===== config.mk =====
export PLATFORM = sky130hd
export DESIGN_NAME = execute_muldiv_seq_flat
export DESIGN_NICKNAME = d
export VERILOG_FILES = /design/src/rtl/execute_muldiv_seq_if.sv /design/src/rtl/execute_muldiv_seq.sv /design/src/flat_wrapper.sv
export SDC_FILE = /design/constraint.sdc
export NUM_CORES = 1
export LEC_CHECK = 0
export CAP_MARGIN = 20
export CORE_ASPECT_RATIO = 1.1
export CORE_UTILIZATION = 52
export DETAILED_ROUTE_END_ITERATION = 8
export PLACE_DENSITY = 0.83
export RECOVER_POWER = 100
export SYNTH_ARGS = -nofsm -noshare
export SYNTH_HDL_FRONTEND = slang
export SYNTH_SLANG_ARGS = --single-unit

===== constraint.sdc =====
create_clock -name clk -period 2.9 [get_ports clk]
set_input_delay 0.435 -clock clk [delete_from_list [all_inputs] [get_ports clk]]
set_output_delay 0.435 -clock clk [all_outputs]
set_load 0.01 [all_outputs]

===== src/rtl/execute_muldiv_seq_if.sv =====
// Handshake between decode and the iterative mul/div sequencer of the execute stage.
// The slave modport is the sequencer side and the master modport is the decode/bench side.
interface execute_muldiv_seq_if #(
   parameter int LEN_REG     = 16,
   parameter int LEN_OPECODE = 7
);
   logic                   valid_i;
   logic [LEN_OPECODE-1:0] opecode;
   logic [LEN_REG-1:0]     data_rd;
   logic [LEN_REG-1:0]     data_rs;
   logic                   stall_i;
   logic                   stall_o;
   logic                   valid_o;
   logic [LEN_REG-1:0]     data_o;
   logic                   busy;

   modport slave (
      input  valid_i, opecode, data_rd, data_rs, stall_i,
      output stall_o, valid_o, data_o, busy
   );

   modport master (
      output valid_i, opecode, data_rd, data_rs, stall_i,
      input  stall_o, valid_o, data_o, busy
   );
endinterface


===== src/rtl/execute_muldiv_seq.sv =====
// Iterative mul/div sequencer: one bit per cycle, stalls upstream while busy.
// Results are presented with valid_o, and are held while downstream stalls.
module execute_muldiv_seq #(
   parameter int LEN_REG     = 16,
   parameter int LEN_OPECODE = 7
) (
   input  logic                 clk,
   input  logic                 rst,
   execute_muldiv_seq_if.slave  bus
);
   localparam int LEN_CNT = $clog2(LEN_REG);
   localparam logic [LEN_OPECODE-1:0] OP_MUL   = LEN_OPECODE'(7'b000_0010);
   localparam logic [LEN_OPECODE-1:0] OP_DIV   = LEN_OPECODE'(7'b000_0011);
   localparam logic [LEN_CNT-1:0]     CNT_LAST = LEN_CNT'(LEN_REG - 1);

   typedef enum logic [1:0] {
      ST_IDLE = 2'b00,
      ST_RUN  = 2'b01,
      ST_DONE = 2'b10
   } state_e;

   state_e             state_q, state_d;
   logic [LEN_CNT-1:0] cnt_q, cnt_d;
   logic               is_div_q, is_div_d;
   logic               valid_q, valid_d;
   logic [LEN_REG-1:0] data_q, data_d;
   // a: multiplicand (mul) or dividend shifting into quotient (div)
   // b: multiplier shifting right (mul) or constant divisor (div)
   // r: product accumulator (mul) or partial remainder (div)
   logic [LEN_REG-1:0] a_q, a_d;
   logic [LEN_REG-1:0] b_q, b_d;
   logic [LEN_REG-1:0] r_q, r_d;

   logic               is_muldiv_s;
   logic               div_zero_s;
   logic               accept_s;
   logic               last_iter_s;
   logic [LEN_REG-1:0] mul_sum_s;
   logic [LEN_REG:0]   div_diff_s;
   logic [LEN_REG-1:0] step_a_s;
   logic [LEN_REG-1:0] step_b_s;
   logic [LEN_REG-1:0] step_r_s;

   assign is_muldiv_s = bus.valid_i & ((bus.opecode == OP_MUL) | (bus.opecode == OP_DIV));
   assign div_zero_s  = (bus.opecode == OP_DIV) & (bus.data_rs == {LEN_REG{1'b0}});
   assign accept_s    = is_muldiv_s &
                        ((state_q == ST_IDLE) | ((state_q == ST_DONE) & ~bus.stall_i));
   assign last_iter_s = (cnt_q == CNT_LAST);

   assign mul_sum_s  = r_q + a_q;
   // Trial subtraction is one bit wider so its MSB acts as the borrow flag.
   assign div_diff_s = {r_q, a_q[LEN_REG-1]} - {1'b0, b_q};

   // One datapath iteration of the op in flight.
   always_comb begin
      step_a_s = a_q;
      step_b_s = b_q;
      step_r_s = r_q;
      if (is_div_q) begin
         if (!div_diff_s[LEN_REG]) begin
            step_r_s = div_diff_s[LEN_REG-1:0];
            step_a_s = {a_q[LEN_REG-2:0], 1'b1};
         end else begin
            step_r_s = {r_q[LEN_REG-2:0], a_q[LEN_REG-1]};
            step_a_s = {a_q[LEN_REG-2:0], 1'b0};
         end
      end else begin
         if (b_q[0]) begin
            step_r_s = mul_sum_s;
         end else begin
            step_r_s = r_q;
         end
         step_a_s = {a_q[LEN_REG-2:0], 1'b0};
         step_b_s = {1'b0, b_q[LEN_REG-1:1]};
      end
   end

   // Next state, operand capture and result registration.
   always_comb begin
      state_d  = state_q;
      cnt_d    = cnt_q;
      is_div_d = is_div_q;
      a_d      = a_q;
      b_d      = b_q;
      r_d      = r_q;
      valid_d  = valid_q;
      data_d   = data_q;
      if (accept_s) begin
         is_div_d = (bus.opecode == OP_DIV);
         a_d      = bus.data_rd;
         b_d      = bus.data_rs;
         r_d      = {LEN_REG{1'b0}};
         cnt_d    = {LEN_CNT{1'b0}};
         if (div_zero_s) begin
            state_d = ST_DONE;
            valid_d = 1'b1;
            data_d  = {LEN_REG{1'b1}};
         end else begin
            state_d = ST_RUN;
            valid_d = 1'b0;
         end
      end else begin
         case (state_q)
            ST_IDLE: begin
               state_d = ST_IDLE;
               valid_d = 1'b0;
            end
            ST_RUN: begin
               a_d = step_a_s;
               b_d = step_b_s;
               r_d = step_r_s;
               if (last_iter_s) begin
                  state_d = ST_DONE;
                  valid_d = 1'b1;
                  data_d  = is_div_q ? step_a_s : step_r_s;
               end else begin
                  cnt_d = cnt_q + LEN_CNT'(1);
               end
            end
            ST_DONE: begin
               if (!bus.stall_i) begin
                  state_d = ST_IDLE;
                  valid_d = 1'b0;
               end else begin
                  state_d = ST_DONE;
                  valid_d = 1'b1;
               end
            end
            default: begin
               state_d = ST_IDLE;
               valid_d = 1'b0;
            end
         endcase
      end
   end

   // State and datapath registers.
   always_ff @(posedge clk or negedge rst) begin
      if (!rst) begin
         state_q  <= ST_IDLE;
         cnt_q    <= {LEN_CNT{1'b0}};
         is_div_q <= 1'b0;
         a_q      <= {LEN_REG{1'b0}};
         b_q      <= {LEN_REG{1'b0}};
         r_q      <= {LEN_REG{1'b0}};
         valid_q  <= 1'b0;
         data_q   <= {LEN_REG{1'b0}};
      end else begin
         state_q  <= state_d;
         cnt_q    <= cnt_d;
         is_div_q <= is_div_d;
         a_q      <= a_d;
         b_q      <= b_d;
         r_q      <= r_d;
         valid_q  <= valid_d;
         data_q   <= data_d;
      end
   end

   // The stall path stays combinational so downstream back-pressure reaches decode in the same cycle.
   assign bus.stall_o = (state_q == ST_RUN) | ((state_q == ST_DONE) & bus.stall_i);
   assign bus.busy    = (state_q != ST_IDLE);
   assign bus.valid_o = valid_q;
   assign bus.data_o  = data_q;
endmodule


===== src/flat_wrapper.sv =====
// flat-port wrapper written by rule: the top's interface ports become plain ports
module execute_muldiv_seq_flat 
#(
   parameter int LEN_REG     = 16,
   parameter int LEN_OPECODE = 7
)
  (clk, rst, bus_valid_i, bus_opecode, bus_data_rd, bus_data_rs, bus_stall_i, bus_stall_o, bus_valid_o, bus_data_o, bus_busy);
  execute_muldiv_seq_if #(.LEN_REG(LEN_REG), .LEN_OPECODE(LEN_OPECODE)) bus_i ();
  input  logic clk;
  input  logic rst;
  input wire logic [$bits(bus_i.valid_i)-1:0] bus_valid_i;
  input wire logic [$bits(bus_i.opecode)-1:0] bus_opecode;
  input wire logic [$bits(bus_i.data_rd)-1:0] bus_data_rd;
  input wire logic [$bits(bus_i.data_rs)-1:0] bus_data_rs;
  input wire logic [$bits(bus_i.stall_i)-1:0] bus_stall_i;
  output wire logic [$bits(bus_i.stall_o)-1:0] bus_stall_o;
  output wire logic [$bits(bus_i.valid_o)-1:0] bus_valid_o;
  output wire logic [$bits(bus_i.data_o)-1:0] bus_data_o;
  output wire logic [$bits(bus_i.busy)-1:0] bus_busy;
  assign bus_i.valid_i = bus_valid_i;
  assign bus_i.opecode = bus_opecode;
  assign bus_i.data_rd = bus_data_rd;
  assign bus_i.data_rs = bus_data_rs;
  assign bus_i.stall_i = bus_stall_i;
  assign bus_stall_o = bus_i.stall_o;
  assign bus_valid_o = bus_i.valid_o;
  assign bus_data_o = bus_i.data_o;
  assign bus_busy = bus_i.busy;
  execute_muldiv_seq #(.LEN_REG(LEN_REG), .LEN_OPECODE(LEN_OPECODE)) u_core (.clk(clk), .rst(rst), .bus(bus_i));
endmodule

==> metrics.cfg, run 1 <==
[floorplanning]
ioPinCount=62
die_area_um2=10600
rows=38
fp.dieH_um=108
core_um2=9890
die-width_um=98.4
initial_core_util_pct=53.8

[clock_network]
cts_made_buffers=9
cts_tree=done
clockRootBuffer=clkbuf_8
htree_levels=3
clk_pin_slew_ns=0.08
clock_latency_ns=0.36
cts_hold_buf=0
cts.sinks=71
cts_max_path_buffers=2

[timing]
worst_slack_ns=0.0612
tightest_slew_ns=1.91
maxSlewHeadroom_pct=-27.5
fin_worst_hold_slack_ns=0.513
drv_slew=34
fin_crit_ns=2.84
hold_violations=0
fmax_ghz=0.352
fin_skew_ns=0.0151
fin_crit_sh_pct=97.9
finalSetupViolations=0

[synth]
synth_xor_area_share_pct=3.29
avgSynthCellArea_um2=8.34
mappedNetlistNets=718
synth-adder-area-share_pct=8.98
netlist_top_cells_area=dfrtp_1 33%, ha_1 8.2%, o21ai_0 5.5%
syn_inst=638
synth_compound_area_share_pct=25.2
synth_top_family_by_area=compound AO/OA/AOI/OAI gates
synthSimpleGateAreaFrac_pct=19.8
synth_edf_count=0
yosysSeqAreaShare_pct=33.4
synth_top_cell_by_area=dfrtp_1
synth_top_area_share_pct=33.4
ys_seq_elements=71
synth-async-reset-ratio_pct=100
synth_cell_type_count=64
yosys_warnings=0
synth_ff_type=dfrtp_1
syn-cell-area_um2=5320
synthMuxAreaShare_pct=4.56

[global_routing]
grt_start_max_net_pins=39
grt_usage_pct=30.3
grt_pass1_wl_um=25400
antenna_found_initial=0
grt.overflow.total=0
grt_pass1_vias=5405

[route]
vias_per_cell=6.38
drt_iter0_drc=518
drc=0
wl_per_cell_um=18.4
ant_nets=0
num_vias=5439
dr.pass1.iters=6
wl_um=15700

[power]
ir_worst_vdd_mv=0.618
leakagePower_nw=2.86
p_per_area_nw_per_um2=880

[hold_path]
min_from=u_core.bus.data_o[10]$_DFFE_PN0P_
min_path_type=flop to flop
min_path_cells=1

[finish]
diodes=0
nets=807
multiInputGateArea_um2=3360
final_cells=852
drive_above_1_share_pct=11.9
synthToLayoutAreaGrowth_pct=25.2
nFillCells=784
regArea_um2=1780

[place]
portBuffers=61
dp_hpwl_um=11600
pre_cts_slack_ns=-0.195
dp_cells=827
gp_congestion=0.878

[setup_path]
reg2reg_depth=12
worstPathArrival_ns=3.07
cp_data_required_time_ns=3.13
crit_type=flop to flop
setup.worst_path.end_class=flop
timing.rr.start=u_core.b_q[0]$_DFFE_PN0P_
start_kind=flop
critPathLaunch=u_core.b_q[0]$_DFFE_PN0P_
crit_fanout=5

[outcome]
failed_checks=max-capacitance violations, max-slew violations
status=finished, violations left

[flow_run]
drv_cap=1

## metal layers
metal,vias up,global-route usage (%),part of all wire (%)
li1,2511,-,-
met1,2627,35.5,40
met2,242,52.8,50
met3,59,5.17,6.0
met4,0,17.5,4.0
met5,-,0,0
## logic make-up (layout without fill, tap and decap cells)
kind of cell             after synthesis  count (layout)
adder cells (fa/ha/maj)               37              37
buffers and inverters                 65             159
AO/OA/AOI/OAI                        201             201
AND/OR/NAND/NOR                      220             220
flip-flops                            71              71
multiplexers                          24              24
XOR/XNOR                              20              20
## through the flow
stage	setup TNS, ns	utilization [%]	cell area, µm²	power (mW)
global placement	-0.646	63.8	6310	4.46
CTS	0	66.8	6610	5.67
finish	0	67.4	6660	5.86
detailed placement	-0.814	63.8	6310	4.57
global route	-0.0121	67.4	6660	6.25
floorplan	0	-	5320	3.57
## placed cells by master, fill, tap and decap left out, types with 7 or more instances in the layout
cell             count
a211oi_1             7
a21o_1              14
a21oi_1             34
a31oi_1             23
buf_4               40
clkbuf_1             8
clkbuf_8            10
clkdlybuf4s50_1     40
dfrtp_1             70
dlygate4sd3_1       20
ha_1                33
inv_1               28
mux2i_1             21
nand2_1             77
nand2b_1             9
nand3_1              8
nand4_1             16
nor2_1              58
nor3_1              12
o211ai_1            10
o21ai_0             54
o31a_1               8
xnor2_1             10
xor2_1              10
## Yosys cell counts, drive strengths merged (3+ instances only)
cell type and count:
clkbuf 30, nor3 14, and2 3, nor4 4, a22o 6, and3 6
a31oi 23, nor2 58, a21o 14, a32o 3, mux2i 22, dfrtp 71
o31a 8, xor2 10, o31ai 3, o21ai 61, xnor2 10, o211ai 10
ha 35, a21oi 36, nand2 77, o21a 5, nand3b 4, nand4 16
a211o 3, nor2b 7, inv 28, nand3 8, nand2b 9, a211oi 8
or3 4, buf 5, o2111a 3
## repair_timing
item,in CTS,in global routing
pin swaps,3,5
endpoints found under the setup margin,8,18
resized for setup,8,10
buffers inserted,2,7
## sequential cells by signal (all words and copies together) (netlist names)
register	cells
u_core.r_q	16
u_core.a_q	16
u_core.b_q	16
u_core.is_div_q	1
u_core.bus.data_o	16
u_core.cnt_q	4
u_core.bus.valid_o	1
u_core.state_q	1
## power by group
part | switching (mW) | internal [mW]
Clock | 0.405 | 0.599
Combinational | 1.82 | 1.59
Sequential | 0.244 | 1.21
## area by class of cell
class                           instances  share of cell area [%]
Clock buffer                           10                    2.07
Inverter                               30                    1.69
Multi-Input combinational cell        502                    50.4
Clock inverter                          6                    1.73
Sequential cell                        71                    26.7
Timing Repair Buffer                  113                    15.2
Tap cell                              120                    2.25
## worst max-delay path, cell delays in order, from the launching register on
cell,delay (ns)
dfrtp_1,0.42
ha_1,0.24
fa_2,0.38
nor2b_4,0.12
o31a_1,0.19
o41ai_4,0.09
o21ai_4,0.14
buf_4,0.16
a21oi_4,0.06
buf_4,0.16
or4_1,0.50
o211ai_1,0.15
a21oi_1,0.10
## final timing paths
check,to,slack (ns)
max in group asynchronous,u_core.cnt_q[0]$_DFFE_PN0P_,1.20
setup / recovery,u_core.r_q[8]$_DFFE_PN0P_,0.06
min in group asynchronous,u_core.a_q[4]$_DFFE_PN0P_,0.59
setup reg to reg,u_core.r_q[8]$_DFFE_PN0P_,0.06
hold reg to reg,u_core.bus.data_o[10]$_DFFE_PN0P_,0.51
hold / removal,u_core.bus.data_o[10]$_DFFE_PN0P_,0.51
Power figures use the tool's default switching activity.
==> inputs of run 2 (changes only) <==
CTS_CLUSTER_SIZE = 20   (was not set)
==> results of run 2 <==
No change in the layout: final DEF, timing and power equal those of run 1.
